==> src/rtl/hwpe_ctrl_periph_arb_pkg.sv <==
// Shared constants and helpers for the HWPE control peripheral arbiter.
package hwpe_ctrl_periph_arb_pkg;

  localparam int unsigned DefNCores  = 4;
  localparam int unsigned DefIdWidth = 16;
  localparam int unsigned DefAw      = 32;
  localparam int unsigned DefDw      = 32;

  function automatic int unsigned idx_width(input int unsigned n);
    return (n > 1) ? $clog2(n) : 1;
  endfunction

  function automatic int unsigned rr_next(input int unsigned idx, input int unsigned n);
    return (idx + 1 >= n) ? 0 : idx + 1;
  endfunction

endpackage

==> src/rtl/hwpe_ctrl_intf_periph.sv <==
// Peripheral target port of the HWPE control slave.
interface hwpe_ctrl_intf_periph #(
  parameter int unsigned ID_WIDTH = 16,
  parameter int unsigned AW       = 32,
  parameter int unsigned DW       = 32
);
  logic                req;
  logic                gnt;
  logic [AW-1:0]       add;
  logic                wen;
  logic [DW/8-1:0]     be;
  logic [DW-1:0]       data;
  logic [ID_WIDTH-1:0] id;
  logic [DW-1:0]       r_data;
  logic                r_valid;
  logic [ID_WIDTH-1:0] r_id;

  modport initiator (
    output req, add, wen, be, data, id,
    input  gnt, r_data, r_valid, r_id
  );

  modport target (
    input  req, add, wen, be, data, id,
    output gnt, r_data, r_valid, r_id
  );
endinterface

==> src/rtl/hwpe_ctrl_rr_arb.sv <==
// Round-robin arbiter: first eligible index at or after the pointer, cyclically.
module hwpe_ctrl_rr_arb
  import hwpe_ctrl_periph_arb_pkg::*;
#(
  parameter  int unsigned N_CORES = DefNCores,
  localparam int unsigned IdxW    = idx_width(N_CORES)
) (
  input  logic               clk_i,
  input  logic               rst_i,
  input  logic [N_CORES-1:0] elig_i,
  input  logic               advance_i,
  output logic [IdxW-1:0]    idx_o,
  output logic [N_CORES-1:0] onehot_o,
  output logic               valid_o
);

  logic [IdxW-1:0] rr_q;

  always_comb begin
    logic [IdxW-1:0] cand;
    cand    = '0;
    idx_o   = '0;
    valid_o = 1'b0;
    for (int unsigned off = 0; off < N_CORES; off++) begin
      cand = IdxW'((32'(rr_q) + off) % N_CORES);
      if (!valid_o && elig_i[cand]) begin
        valid_o = 1'b1;
        idx_o   = cand;
      end
    end
  end

  assign onehot_o = valid_o ? (N_CORES'(1) << idx_o) : '0;

  always_ff @(posedge clk_i) begin
    if (rst_i) begin
      rr_q <= '0;
    end else if (advance_i) begin
      rr_q <= IdxW'(rr_next(32'(idx_o), N_CORES));
    end
  end

endmodule

==> src/rtl/hwpe_ctrl_periph_arb.sv <==
// Arbitrates per-core peripheral requests onto one HWPE control port, stamping a
// one-hot core id and routing responses back by r_id.
module hwpe_ctrl_periph_arb
  import hwpe_ctrl_periph_arb_pkg::*;
#(
  parameter int unsigned N_CORES  = DefNCores,
  parameter int unsigned ID_WIDTH = DefIdWidth,
  parameter int unsigned AW       = DefAw,
  parameter int unsigned DW       = DefDw,
  parameter bit          REG_REQ  = 1'b1
) (
  input  logic                   clk_i,
  input  logic                   rst_i,
  input  logic                   clear_i,
  input  logic [N_CORES-1:0]     core_req_i,
  output logic [N_CORES-1:0]     core_gnt_o,
  input  logic [N_CORES*AW-1:0]  core_add_i,
  input  logic [N_CORES-1:0]     core_wen_i,
  input  logic [N_CORES*DW/8-1:0] core_be_i,
  input  logic [N_CORES*DW-1:0]  core_data_i,
  output logic [DW-1:0]          core_r_data_o,
  output logic [N_CORES-1:0]     core_r_valid_o,
  hwpe_ctrl_intf_periph.initiator cfg
);

  localparam int unsigned IdxW = idx_width(N_CORES);
  localparam int unsigned BW   = DW / 8;

  if (ID_WIDTH < N_CORES) begin : gen_id_check
    $error("hwpe_ctrl_periph_arb: ID_WIDTH must be >= N_CORES");
  end

  logic                flush;
  logic [N_CORES-1:0]  rsp, elig, win_onehot, pend_q, pend_d, hs_set;
  logic [IdxW-1:0]     win_idx;
  logic                win_valid, can_accept, accept, handshake;
  logic [AW-1:0]       win_add;
  logic                win_wen;
  logic [BW-1:0]       win_be;
  logic [DW-1:0]       win_data;
  logic [ID_WIDTH-1:0] win_id;

  assign flush = rst_i | clear_i;

  // A core whose response returns this cycle may be granted again immediately.
  assign rsp  = {N_CORES{cfg.r_valid}} & cfg.r_id[N_CORES-1:0];
  assign elig = core_req_i & (~pend_q | rsp);

  assign core_r_valid_o = rsp;
  assign core_r_data_o  = cfg.r_data;

  hwpe_ctrl_rr_arb #(
    .N_CORES (N_CORES)
  ) i_rr_arb (
    .clk_i     (clk_i),
    .rst_i     (flush),
    .elig_i    (elig),
    .advance_i (accept),
    .idx_o     (win_idx),
    .onehot_o  (win_onehot),
    .valid_o   (win_valid)
  );

  assign win_add  = core_add_i[32'(win_idx)*AW +: AW];
  assign win_wen  = core_wen_i[win_idx];
  assign win_be   = core_be_i[32'(win_idx)*BW +: BW];
  assign win_data = core_data_i[32'(win_idx)*DW +: DW];
  assign win_id   = ID_WIDTH'(win_onehot);

  assign accept     = win_valid & can_accept & ~flush;
  assign core_gnt_o = accept ? win_onehot : '0;

  if (REG_REQ) begin : gen_reg
    logic                valid_q, valid_d;
    logic [AW-1:0]       add_q, add_d;
    logic                wen_q, wen_d;
    logic [BW-1:0]       be_q, be_d;
    logic [DW-1:0]       data_q, data_d;
    logic [ID_WIDTH-1:0] id_q, id_d;

    assign can_accept = ~valid_q | cfg.gnt;

    always_comb begin
      valid_d = valid_q;
      add_d   = add_q;
      wen_d   = wen_q;
      be_d    = be_q;
      data_d  = data_q;
      id_d    = id_q;
      if (accept) begin
        valid_d = 1'b1;
        add_d   = win_add;
        wen_d   = win_wen;
        be_d    = win_be;
        data_d  = win_data;
        id_d    = win_id;
      end else if (cfg.gnt) begin
        valid_d = 1'b0;
      end
    end

    always_ff @(posedge clk_i) begin
      if (flush) begin
        valid_q <= 1'b0;
        add_q   <= '0;
        wen_q   <= 1'b0;
        be_q    <= '0;
        data_q  <= '0;
        id_q    <= '0;
      end else begin
        valid_q <= valid_d;
        add_q   <= add_d;
        wen_q   <= wen_d;
        be_q    <= be_d;
        data_q  <= data_d;
        id_q    <= id_d;
      end
    end

    assign cfg.req  = valid_q;
    assign cfg.add  = add_q;
    assign cfg.wen  = wen_q;
    assign cfg.be   = be_q;
    assign cfg.data = data_q;
    assign cfg.id   = id_q;
  end else begin : gen_comb
    assign can_accept = cfg.gnt;
    assign cfg.req    = win_valid & ~flush;
    assign cfg.add    = cfg.req ? win_add  : '0;
    assign cfg.wen    = cfg.req ? win_wen  : 1'b0;
    assign cfg.be     = cfg.req ? win_be   : '0;
    assign cfg.data   = cfg.req ? win_data : '0;
    assign cfg.id     = cfg.req ? win_id   : '0;
  end

  assign handshake = cfg.req & cfg.gnt;
  assign hs_set    = handshake ? cfg.id[N_CORES-1:0] : '0;
  // Set beats clear so a same-cycle response and new issue leave the core pending.
  assign pend_d    = (pend_q & ~rsp) | hs_set;

  always_ff @(posedge clk_i) begin
    if (flush) begin
      pend_q <= '0;
    end else begin
      pend_q <= pend_d;
    end
  end

  logic unused_id_bits;
  assign unused_id_bits = ^{cfg.r_id, cfg.id};

endmodule
==> src/flat_wrapper.sv <==
// flat-port wrapper written by rule: the top's interface ports become plain ports
module hwpe_ctrl_periph_arb_flat import hwpe_ctrl_periph_arb_pkg::*;
#(
  parameter int unsigned N_CORES  = DefNCores,
  parameter int unsigned ID_WIDTH = DefIdWidth,
  parameter int unsigned AW       = DefAw,
  parameter int unsigned DW       = DefDw,
  parameter bit          REG_REQ  = 1'b1
)
  (clk_i, rst_i, clear_i, core_req_i, core_gnt_o, core_add_i, core_wen_i, core_be_i, core_data_i, core_r_data_o, core_r_valid_o, cfg_req, cfg_add, cfg_wen, cfg_be, cfg_data, cfg_id, cfg_gnt, cfg_r_data, cfg_r_valid, cfg_r_id);
  hwpe_ctrl_intf_periph #(.ID_WIDTH(ID_WIDTH), .AW(AW), .DW(DW)) cfg_i ();
  input  logic clk_i;
  input  logic rst_i;
  input  logic clear_i;
  input  logic [N_CORES-1:0] core_req_i;
  output logic [N_CORES-1:0] core_gnt_o;
  input  logic [N_CORES*AW-1:0] core_add_i;
  input  logic [N_CORES-1:0] core_wen_i;
  input  logic [N_CORES*DW/8-1:0] core_be_i;
  input  logic [N_CORES*DW-1:0] core_data_i;
  output logic [DW-1:0] core_r_data_o;
  output logic [N_CORES-1:0] core_r_valid_o;
  output wire logic [$bits(cfg_i.req)-1:0] cfg_req;
  output wire logic [$bits(cfg_i.add)-1:0] cfg_add;
  output wire logic [$bits(cfg_i.wen)-1:0] cfg_wen;
  output wire logic [$bits(cfg_i.be)-1:0] cfg_be;
  output wire logic [$bits(cfg_i.data)-1:0] cfg_data;
  output wire logic [$bits(cfg_i.id)-1:0] cfg_id;
  input wire logic [$bits(cfg_i.gnt)-1:0] cfg_gnt;
  input wire logic [$bits(cfg_i.r_data)-1:0] cfg_r_data;
  input wire logic [$bits(cfg_i.r_valid)-1:0] cfg_r_valid;
  input wire logic [$bits(cfg_i.r_id)-1:0] cfg_r_id;
  assign cfg_req = cfg_i.req;
  assign cfg_add = cfg_i.add;
  assign cfg_wen = cfg_i.wen;
  assign cfg_be = cfg_i.be;
  assign cfg_data = cfg_i.data;
  assign cfg_id = cfg_i.id;
  assign cfg_i.gnt = cfg_gnt;
  assign cfg_i.r_data = cfg_r_data;
  assign cfg_i.r_valid = cfg_r_valid;
  assign cfg_i.r_id = cfg_r_id;
  hwpe_ctrl_periph_arb #(.N_CORES(N_CORES), .ID_WIDTH(ID_WIDTH), .AW(AW), .DW(DW), .REG_REQ(REG_REQ)) u_core (.clk_i(clk_i), .rst_i(rst_i), .clear_i(clear_i), .core_req_i(core_req_i), .core_gnt_o(core_gnt_o), .core_add_i(core_add_i), .core_wen_i(core_wen_i), .core_be_i(core_be_i), .core_data_i(core_data_i), .core_r_data_o(core_r_data_o), .core_r_valid_o(core_r_valid_o), .cfg(cfg_i));
endmodule
==> config.mk <==
export PLATFORM = sky130hd
export DESIGN_NAME = hwpe_ctrl_periph_arb_flat
export DESIGN_NICKNAME = d
export VERILOG_FILES = /design/src/rtl/hwpe_ctrl_periph_arb_pkg.sv /design/src/rtl/hwpe_ctrl_intf_periph.sv /design/src/rtl/hwpe_ctrl_rr_arb.sv /design/src/rtl/hwpe_ctrl_periph_arb.sv /design/src/flat_wrapper.sv
export SDC_FILE = /design/constraint.sdc
export NUM_CORES = 1
export LEC_CHECK = 0
export CORE_AREA = 5 5 177 179
export CTS_CLUSTER_SIZE = 16
export DETAILED_ROUTE_END_ITERATION = 10
export DIE_AREA = 0 0 182 184
export PLACE_DENSITY = 0.54
export SLEW_MARGIN = 20
export SYNTH_ARGS = -nofsm -noshare
export SYNTH_HDL_FRONTEND = slang
export SYNTH_SLANG_ARGS = --single-unit
==> constraint.sdc <==
create_clock -name clk_i -period 2.66 [get_ports clk_i]
set_input_delay 0.399 -clock clk_i [delete_from_list [all_inputs] [get_ports clk_i]]
set_output_delay 0.399 -clock clk_i [all_outputs]
set_load 0.01 [all_outputs]
==> impl_results.md, run 1 <==
- RSZ-0062 raised after global routing: false
- Worst EP required: 2.26 ns
- PortBufs: 370
- CTS clk-pin slew, worst paths: 0.06 ns
- DRC Markers: 0
- Crit-path leading delay family: buffers and inverters
- Num rows: 63
- CP Launch Type: primary input
- Drt first pass iters: 6
- Worst path arrival time: 2.18 ns
- Fin. max-slew vios: 0
- ANT nets after route: 0
- Largest fanout on the critical path: 3
- CTS buffer count: 9
- Register share of total power: 0.320
- First-pass GRT wire length: 34130 um
- Worst setup EP type: primary output
- Maximum vdd drop: 289.8 uV
- Synth Area in XOR/XNOR: 0
- Post-synthesis compound-gate area fraction: 0.2099
- GP Congestion: 0.8074
- Worst-skew pair later-pin latency: 0.34 ns
- Via count: 5381
- Comb pwr share: 0.366
- Synth Cell Area: 5614 um2
- Wire per inst: 18.37 um
- Total grt overflow: 0
- Power density cells: 437.8 nW/um2
- Slew headroom: 0.3879
- Synth top area share: 0.2853
- Mux contribution to synthesized area: 0.2532
- Global-route usage over all layers: 0.1294
- Number of H-tree levels: 3
- Synth unique cells: 41
- Maximum clock frequency: 0.3878 GHz
- Detailed placement HPWL: 17700 um
- #FFs+latches synth: 80
- Synth warn: 0
- Seq/Total Area, Yosys: 0.2853
- Net Switching: 0.001280 W
- M1 GR Usage: 0.1468
- Die height: 184 um
- Fin. Hold Viols: 0
- Die Footprint: 33490 um2
- Period utilisation layout: 0.9695
- Max clock buf depth: 2
- Most Crowded Layer GR: met2
- Final setup violating endpoints: 0
- NumNets Final: 1192
- Root Buffer: clkbuf_16
- Clk sink count: 80
- Number of global-route vias before repair: 5809
- Setup total negative slack: 0 ns
- Worst-Margin Slew: 0.9181 ns
- Synth Area in Adders: 0.008915
- Avg Cell Area, Syn: 10.86 um2
- Initial drt markers: 153
- Die W: 182 um
- WS Path Type: primary input to primary output
- Top cells by area, synth: dfxtp_1 29%, mux2i_1 25%, o221ai_2 18%, nand3_1 6.5%, buf_4 5.9%
- Synth area leader: dfxtp_1
- Core Region: 29400 um2
- Clock power frac: 0.314
- Largest family of logic cells by synthesized area: multiplexers
- Initial antenna violation count: 0
- Buf/Inv on CP: 4
- Internal power: 0.003026 W
- Status: finished, final reports clean
- Sw frac: 0.2972
- GR Layer Usage met2: 0.2322
- CTS Hold Buffers Added: 0
- Largest net degree at the start of global routing: 72
- Initial Util: 0.1909
- I/O Pins: 459
- Antenna diode count: 0
- Vias per cell: 4.305
- Hold Worst Slack: 0.4898 ns
- Tightest Hold Check Type: flip-flop to flip-flop
- CTS tree: built
- Fin crit period: 2.579 ns
- CP peak stage delay: 0.47 ns
- Area grow syn2layout: 75.22%
- Worst path cell trace: clkdlybuf4s50_1 -> a21bo_1 -> nand2_2 -> a221oi_4 -> buf_4 -> ha_2 -> inv_1 -> nor2_1 -> buf_2
- Synth Instances: 517
- Leakage Power: 3.547 nW
- Layout cells sized above 1: 0.1744
- Max_cap viols: 0
- CP max stage cell: clkdlybuf4s50_1
- GR met3 Demand/Resource: 0.03601
- Setup Skew: 0.01367 ns
- Post-Synth Simple-Gate Area: 0.09717
- DRT Wirelength: 22960 um
[metal layers]
layer	share of wire	up-vias	wire length [um]
met4	0.027	0	621
met5	0	-	0
met2	0.51	223	11760
met1	0.39	2513	8970
met3	0.070	41	1605
li1	-	2604	-
[sequential cells by signal, summed over array words and instances, names as in the netlist]
register	cells
u_core.cfg.be	4
u_core.cfg.wen	1
u_core.cfg.req	1
u_core.i_rr_arb.rr_q	2
u_core.pend_q	4
u_core.cfg.id	4
u_core.cfg.data	32
u_core.cfg.add	32
[through the flow]
step / area, um2 / worst slack, ns / cells / utilization / power [W]
global placement: 9389 / -0.5591 / 1226 / 0.3193 / 0.002950
finish: 9837 / 0.08108 / 1250 / 0.3346 / 0.004306
global route: 9837 / 0.002294 / 1250 / 0.3346 / 0.004547
detailed placement: 9389 / -0.5868 / 1226 / 0.3193 / 0.002956
CTS: 9788 / 0.003999 / 1248 / 0.3329 / 0.004401
floorplan: 5655 / 0.3992 / 528 / - / 0.002241
[cells in the final DEF (no fill, tap or decap), types with 3 or more instances in the layout]
cell             netlist  layout
a21oi_1                3       3
and2_2                 4       4
buf_12                11       6
buf_2                 15       4
buf_4                 44      27
clkbuf_16              0       9
clkdlybuf4s50_1        0     361
conb_1                 1      12
dfxtp_1               80      80
dlymetal6s2s_1         0       4
inv_1                  8       8
mux2i_1              142     140
nand2_1                5       3
nand3_1               73      73
nor2_1                12      11
o221ai_2              69      69
[synth_stat cells]
library cell,number
mux2i_1,142
dfxtp_1,80
nand3_1,73
o221ai_2,69
buf_4,44
buf_2,15
clkbuf_1,14
nor2_1,12
buf_12,11
inv_1,8
nand2_1,5
and2_2,4
bufbuf_8,4
ha_1,4
a21oi_1,3
a31oi_1,2
buf_6,2
nand2b_1,2
a21bo_1,1
a21bo_2,1
a21boi_0,1
a21boi_1,1
a21boi_2,1
a221oi_2,1
a31o_1,1
a41o_1,1
and3_1,1
and4_1,1
buf_1,1
conb_1,1
inv_2,1
nand2b_4,1
nand4_1,1
nand4b_4,1
o21ai_0,1
o21ai_1,1
o22ai_1,1
o32a_1,1
o32ai_1,1
or2_2,1
or3b_1,1
[power groups by stage]
stage / registers (W) / clock network [W] / logic, W
floorplan: 0.00144 / 0 / 0.000797
global placement: 0.00140 / 0 / 0.00155
detailed placement: 0.00140 / 0 / 0.00155
CTS: 0.00138 / 0.00143 / 0.00160
global route: 0.00139 / 0.00147 / 0.00169
finish: 0.00138 / 0.00135 / 0.00158
[worst reg2reg max path, stage by stage (launching register included)]
cell and delay (ns):
dfxtp_1 0.33, a21boi_2 0.26, o32ai_2 0.12, buf_4 0.15, a221oi_4 0.28, buf_6 0.16
buf_4 0.09, buf_4 0.21, buf_16 0.23, mux2i_1 0.39, o221ai_2 0.14
[area by class of cell]
type,count,area [um2]
Clock buffer,11,252.7
Clock inverter,5,62.56
Fill cell,2966,19570
Inverter,9,33.78
Multi-Input combinational cell,348,3309
Sequential cell,80,1602
Tap cell,390,488.0
Timing Repair Buffer,407,4089
[cells by family (layout without fill, tap and decap cells)]
family	after synthesis	in the layout
other	1	12
AO/OA/AOI/OAI	87	87
buffers and inverters	100	432
AND/OR/NAND/NOR	103	103
adder cells (fa/ha/maj)	4	4
flip-flops	80	80
multiplexers	142	142
[repair_timing]
action / 4_1_cts / 5_1_grt
pin swaps: 4 / 7
resized for setup: 26 / 15
buffers inserted: 5 / 2
setup endpoints to repair: 68 / 53
cloned: 1 / 0
[worst paths after layout]
path	depth (start not counted)	slack, ns	endpoint	start
worst max-delay path	9	0.08	core_gnt_o[3]	cfg_r_id[3]
worst min register to register	2	0.49	u_core.cfg.add[26]	u_core.cfg.add[26]
worst max register to register	10	0.18	u_core.cfg.add[29]	u_core.pend_q[0]
worst min-delay path	2	0.49	u_core.cfg.add[26]	u_core.cfg.add[26]
Note: power is estimated with default switching activity, not from simulation.
==> run 2, diff against run 1 <==
--- a/config.mk
+++ b/config.mk
@@ -5,6 +5,7 @@
 export SDC_FILE = /design/constraint.sdc
 export NUM_CORES = 1
 export LEC_CHECK = 0
+export CAP_MARGIN = 20
 export CORE_AREA = 5 5 177 179
 export CTS_CLUSTER_SIZE = 16
 export DETAILED_ROUTE_END_ITERATION = 10
==> results of run 2 <==
Same layout as run 1: the final DEF is identical, and so are final timing and power.
==> run 3, diff against run 2 <==
--- a/config.mk
+++ b/config.mk
@@ -6,12 +6,12 @@
 export NUM_CORES = 1
 export LEC_CHECK = 0
 export CAP_MARGIN = 20
-export CORE_AREA = 5 5 177 179
+export CORE_AREA = 5 5 174 176
 export CTS_CLUSTER_SIZE = 16
 export DETAILED_ROUTE_END_ITERATION = 10
-export DIE_AREA = 0 0 182 184
-export PLACE_DENSITY = 0.54
-export SLEW_MARGIN = 20
+export DIE_AREA = 0 0 179 181
+export DONT_BUFFER_PORTS = 1
+export PLACE_DENSITY = 0.35
 export SYNTH_ARGS = -nofsm -noshare
 export SYNTH_HDL_FRONTEND = slang
 export SYNTH_SLANG_ARGS = --single-unit
==> run 3 against run 2 <==
Compared with the run above:
- hold slack got worse by 0.26 ns
- register-to-register slack improved by 0.06 ns
- worst setup slack improved by 0.060 ns
- flip-flop and latch count did not move
- wire length fell by 22%
- cell area fell by 39%
- first-iteration DRC count fell by 29%
- sequential power rose by 6%
- cell count fell by 32%
- core utilization fell by 13 points
- via count fell by 26%
- critical endpoint is now core_gnt_o[2]
- largest cell class is now multi-input gates
- highest routed layer unchanged
==> impl_results.md, run 3 (synthesized netlist as in run 1, its figures left out) <==
- Layout Cells excl Fill: 851 (-32%)
- Register share of total power: 0.399 (+0.079)
- Cell repeated most along the worst path: inv_1
- Layout cells sized above 1: 0.2441 (+0.06969)
- Final setup violating endpoints: 0 (unchanged)
- Multi-input logic area: 3279 um2 (-0.91%)
- Setup Skew: 0.008913 ns (-0.004755 ns)
- WS Path Type: flip-flop to primary output
- Die height: 181 um (-1.6%)
- Hold Crit Endpoint: u_core.pend_q[1]
- Number of global-route vias before repair: 4444 (-23%)
- Number of cells on the worst hold path: 2 (unchanged)
- Fin crit period: 2.519 ns (-0.05995 ns)
- Net Switching: 0.001133 W (-11%)
- Period utilisation layout: 0.9470 (-0.02254)
- CTS Hold Buffers Added: 0 (unchanged)
- R2R cell count: 7 (-3)
- Storage cell area: 1602 um2 (unchanged)
- Via count: 3966 (-26%)
- Global-route usage over all layers: 0.09850 (-0.03092)
- Worst EP required: 2.26 ns (about the same)
- Worst Slack Setup Final: 0.1410 ns (+0.05995 ns)
- Max clock buf depth: 2 (unchanged)
- Maximum vdd drop: 291.0 uV (+0.40%)
- Commonest non-fill, non-tap cell in the layout: mux2i_1
- Vias per cell: 4.660 (+8.3%)
- I/O Pins: 459 (unchanged)
- Slew headroom: 0.4240 (+0.03607)
- Power density cells: 614.1 nW/um2 (+40%)
- WP depth: 8 (-1)
- Area grow syn2layout: 6.040%
- CP peak stage delay: 0.39 ns (-0.08 ns)
- CTS tree: built
- R2r startpoint: u_core.pend_q[3]
- Maximum clock frequency: 0.3970 GHz (+2.4%)
- CTS clk-pin slew, worst paths: 0.07 ns (about the same)
- Largest net degree at the start of global routing: 85 (+18%)
- Die W: 179 um (-1.6%)
- Worst path arrival time: 2.12 ns (-0.06 ns)
- Placed cell count: 831 (-32%)
- Sw frac: 0.3100 (+0.01282)
- Comb pwr share: 0.219 (-0.147)
- Initial drt markers: 108 (-29%)
- Setup total negative slack: 0 ns (unchanged)
- NumNets Final: 799 (-33%)
- PortBufs: 0 (-100%)
- Layout fillers: 3070 (+3.5%)
- Total grt overflow: 0 (unchanged)
- Fin. max-slew vios: 0 (unchanged)
- Leakage Power: 1.988 nW (-44%)
- Buf/Inv on CP: 2 (-2)
- ANT nets after route: 0 (unchanged)
- Drt first pass iters: 4 (-2)
- RSZ-0062 raised after global routing: false
- Root Buffer: clkbuf_16
- Initial Util: 0.1972 (+0.006252)
- Tightest Hold Check Type: primary input to flip-flop
- Crit-path leading delay family: compound AO/OA/AOI/OAI gates
- RR Endpoint: u_core.cfg.be[0]
- Worst-skew pair later-pin latency: 0.34 ns (about the same)
- Initial antenna violation count: 0 (unchanged)
- Detailed placement HPWL: 13100 um (-26%)
- First-pass GRT wire length: 25070 um (-27%)
- Internal power: 0.002522 W (-17%)
- CP max stage cell: o32a_1
- Setup WS pre-CTS: 0.06289 ns (+0.6497 ns)
- Fin. Hold Viols: 0 (unchanged)
- DRT Wirelength: 17800 um (-22%)
- Worst-Margin Slew: 0.8640 ns (-0.05411 ns)
- Antenna diode count: 0 (unchanged)
- CTS buffer count: 9 (unchanged)
- Hold path startpoint: cfg_gnt
- Clock power frac: 0.383 (+0.069)
- Max_cap viols: 0 (unchanged)
- Die Footprint: 32400 um2 (-3.3%)
- Number of H-tree levels: 3 (unchanged)
- CP Launch Type: flip-flop
- Core Region: 28470 um2 (-3.2%)
- Worst setup EP type: primary output
- Largest fanout on the critical path: 4 (+1)
- Clk sink count: 80 (unchanged)
- Num rows: 62 (-1.6%)
- Most frequent cells in the layout: 142 x mux2i_1, 80 x dfxtp_1, 73 x nand3_1
- DRC Markers: 0 (unchanged)
- GP Congestion: 0.7596 (-5.9%)
- Wire per inst: 20.92 um (+14%)
- Worst path cell trace: a21bo_2 -> nand2_1 -> o32a_1 -> and3_1 -> inv_1 -> ha_1 -> inv_1 -> nor2_1
- Worst R2R Setup Slack: 0.24 ns (+0.06 ns)
- Status: finished, final reports clean
-- run 3: cell types whose count changed in the layout (fill, tap and decap cells not counted), moves of 2 or more --
| cell | delta |
|---|---|
| dlymetal6s2s_1 | -4 |
| mux2i_1 | +2 |
| buf_4 | -22 |
| buf_6 | -2 |
| clkbuf_1 | +2 |
| buf_16 | -2 |
| ha_1 | +2 |
| ha_2 | -2 |
| nand2_1 | +2 |
| clkdlybuf4s50_1 | -361 |
| buf_2 | -4 |
| nand2_2 | -2 |
-- run 3: metal layers --
metal	routed length, um	up-vias	track usage
met3	1535	19	0.02843
li1	-	1825	-
met1	6658	1874	0.1060
met4	290	0	0.03193
met2	9317	248	0.1825
met5	0	-	0
-- run 3: power groups by stage --
stage	clock [W]	sequential [W]	combinational, W
global route	0.00153	0.00147	0.000870
finish	0.00140	0.00146	0.000799
CTS	0.00149	0.00146	0.000795
detailed placement	0	0.00149	0.000775
floorplan	0	0.00144	0.000797
global placement	0	0.00149	0.000753
-- run 3: stage by stage --
step	instance area (um2)	power, W	hold slack [ns]	util
2_1_floorplan	5655	0.002241	0.4516	-
3_3_place_gp	5548	0.002245	0.4840	0.1949
3_5_place_dp	5548	0.002263	0.4860	0.1949
4_1_cts	5914	0.003748	0.2034	0.2077
5_1_grt	5953	0.003871	0.2104	0.2091
6_report	5953	0.003656	0.2301	0.2091
-- run 3: worst reg2reg max path, delay by kind of cell (launching register included) --
kind | cells | cell delay, ns
AO/OA/AOI/OAI | 3 | 0.75
flip-flops | 1 | 0.30
buffers and inverters | 2 | 0.59
multiplexers | 1 | 0.50
AND/OR/NAND/NOR | 1 | 0.17
-- run 3: worst max path at each step --
stage                     slack (ns)       endpoint             start
after global placement          0.09  core_gnt_o[3]       cfg_r_valid
after floorplan                 0.40  core_gnt_o[2]       cfg_r_valid
final                           0.14  core_gnt_o[2]  u_core.pend_q[2]
after detailed placement        0.06  core_gnt_o[3]       cfg_r_valid
after global routing            0.01  core_gnt_o[2]  u_core.pend_q[2]
after CTS                       0.07  core_gnt_o[3]  u_core.pend_q[0]
-- run 3: what timing repair did --
action | CTS | global route
buffers inserted | 1 | 1
gates resized for setup | 1 | 2
pin swaps | 1 | 1
gates cloned | 1 | 1
endpoints found under the setup margin | 4 | 4
-- run 3: layout make-up --
class	instances	area share
clock buffers	12	0.04140
clock inverters	4	0.01282
inverters	9	0.005675
multi-input cells	348	0.5509
flip-flops and latches	80	0.2690
well taps	384	0.08071
repair buffers	14	0.03951
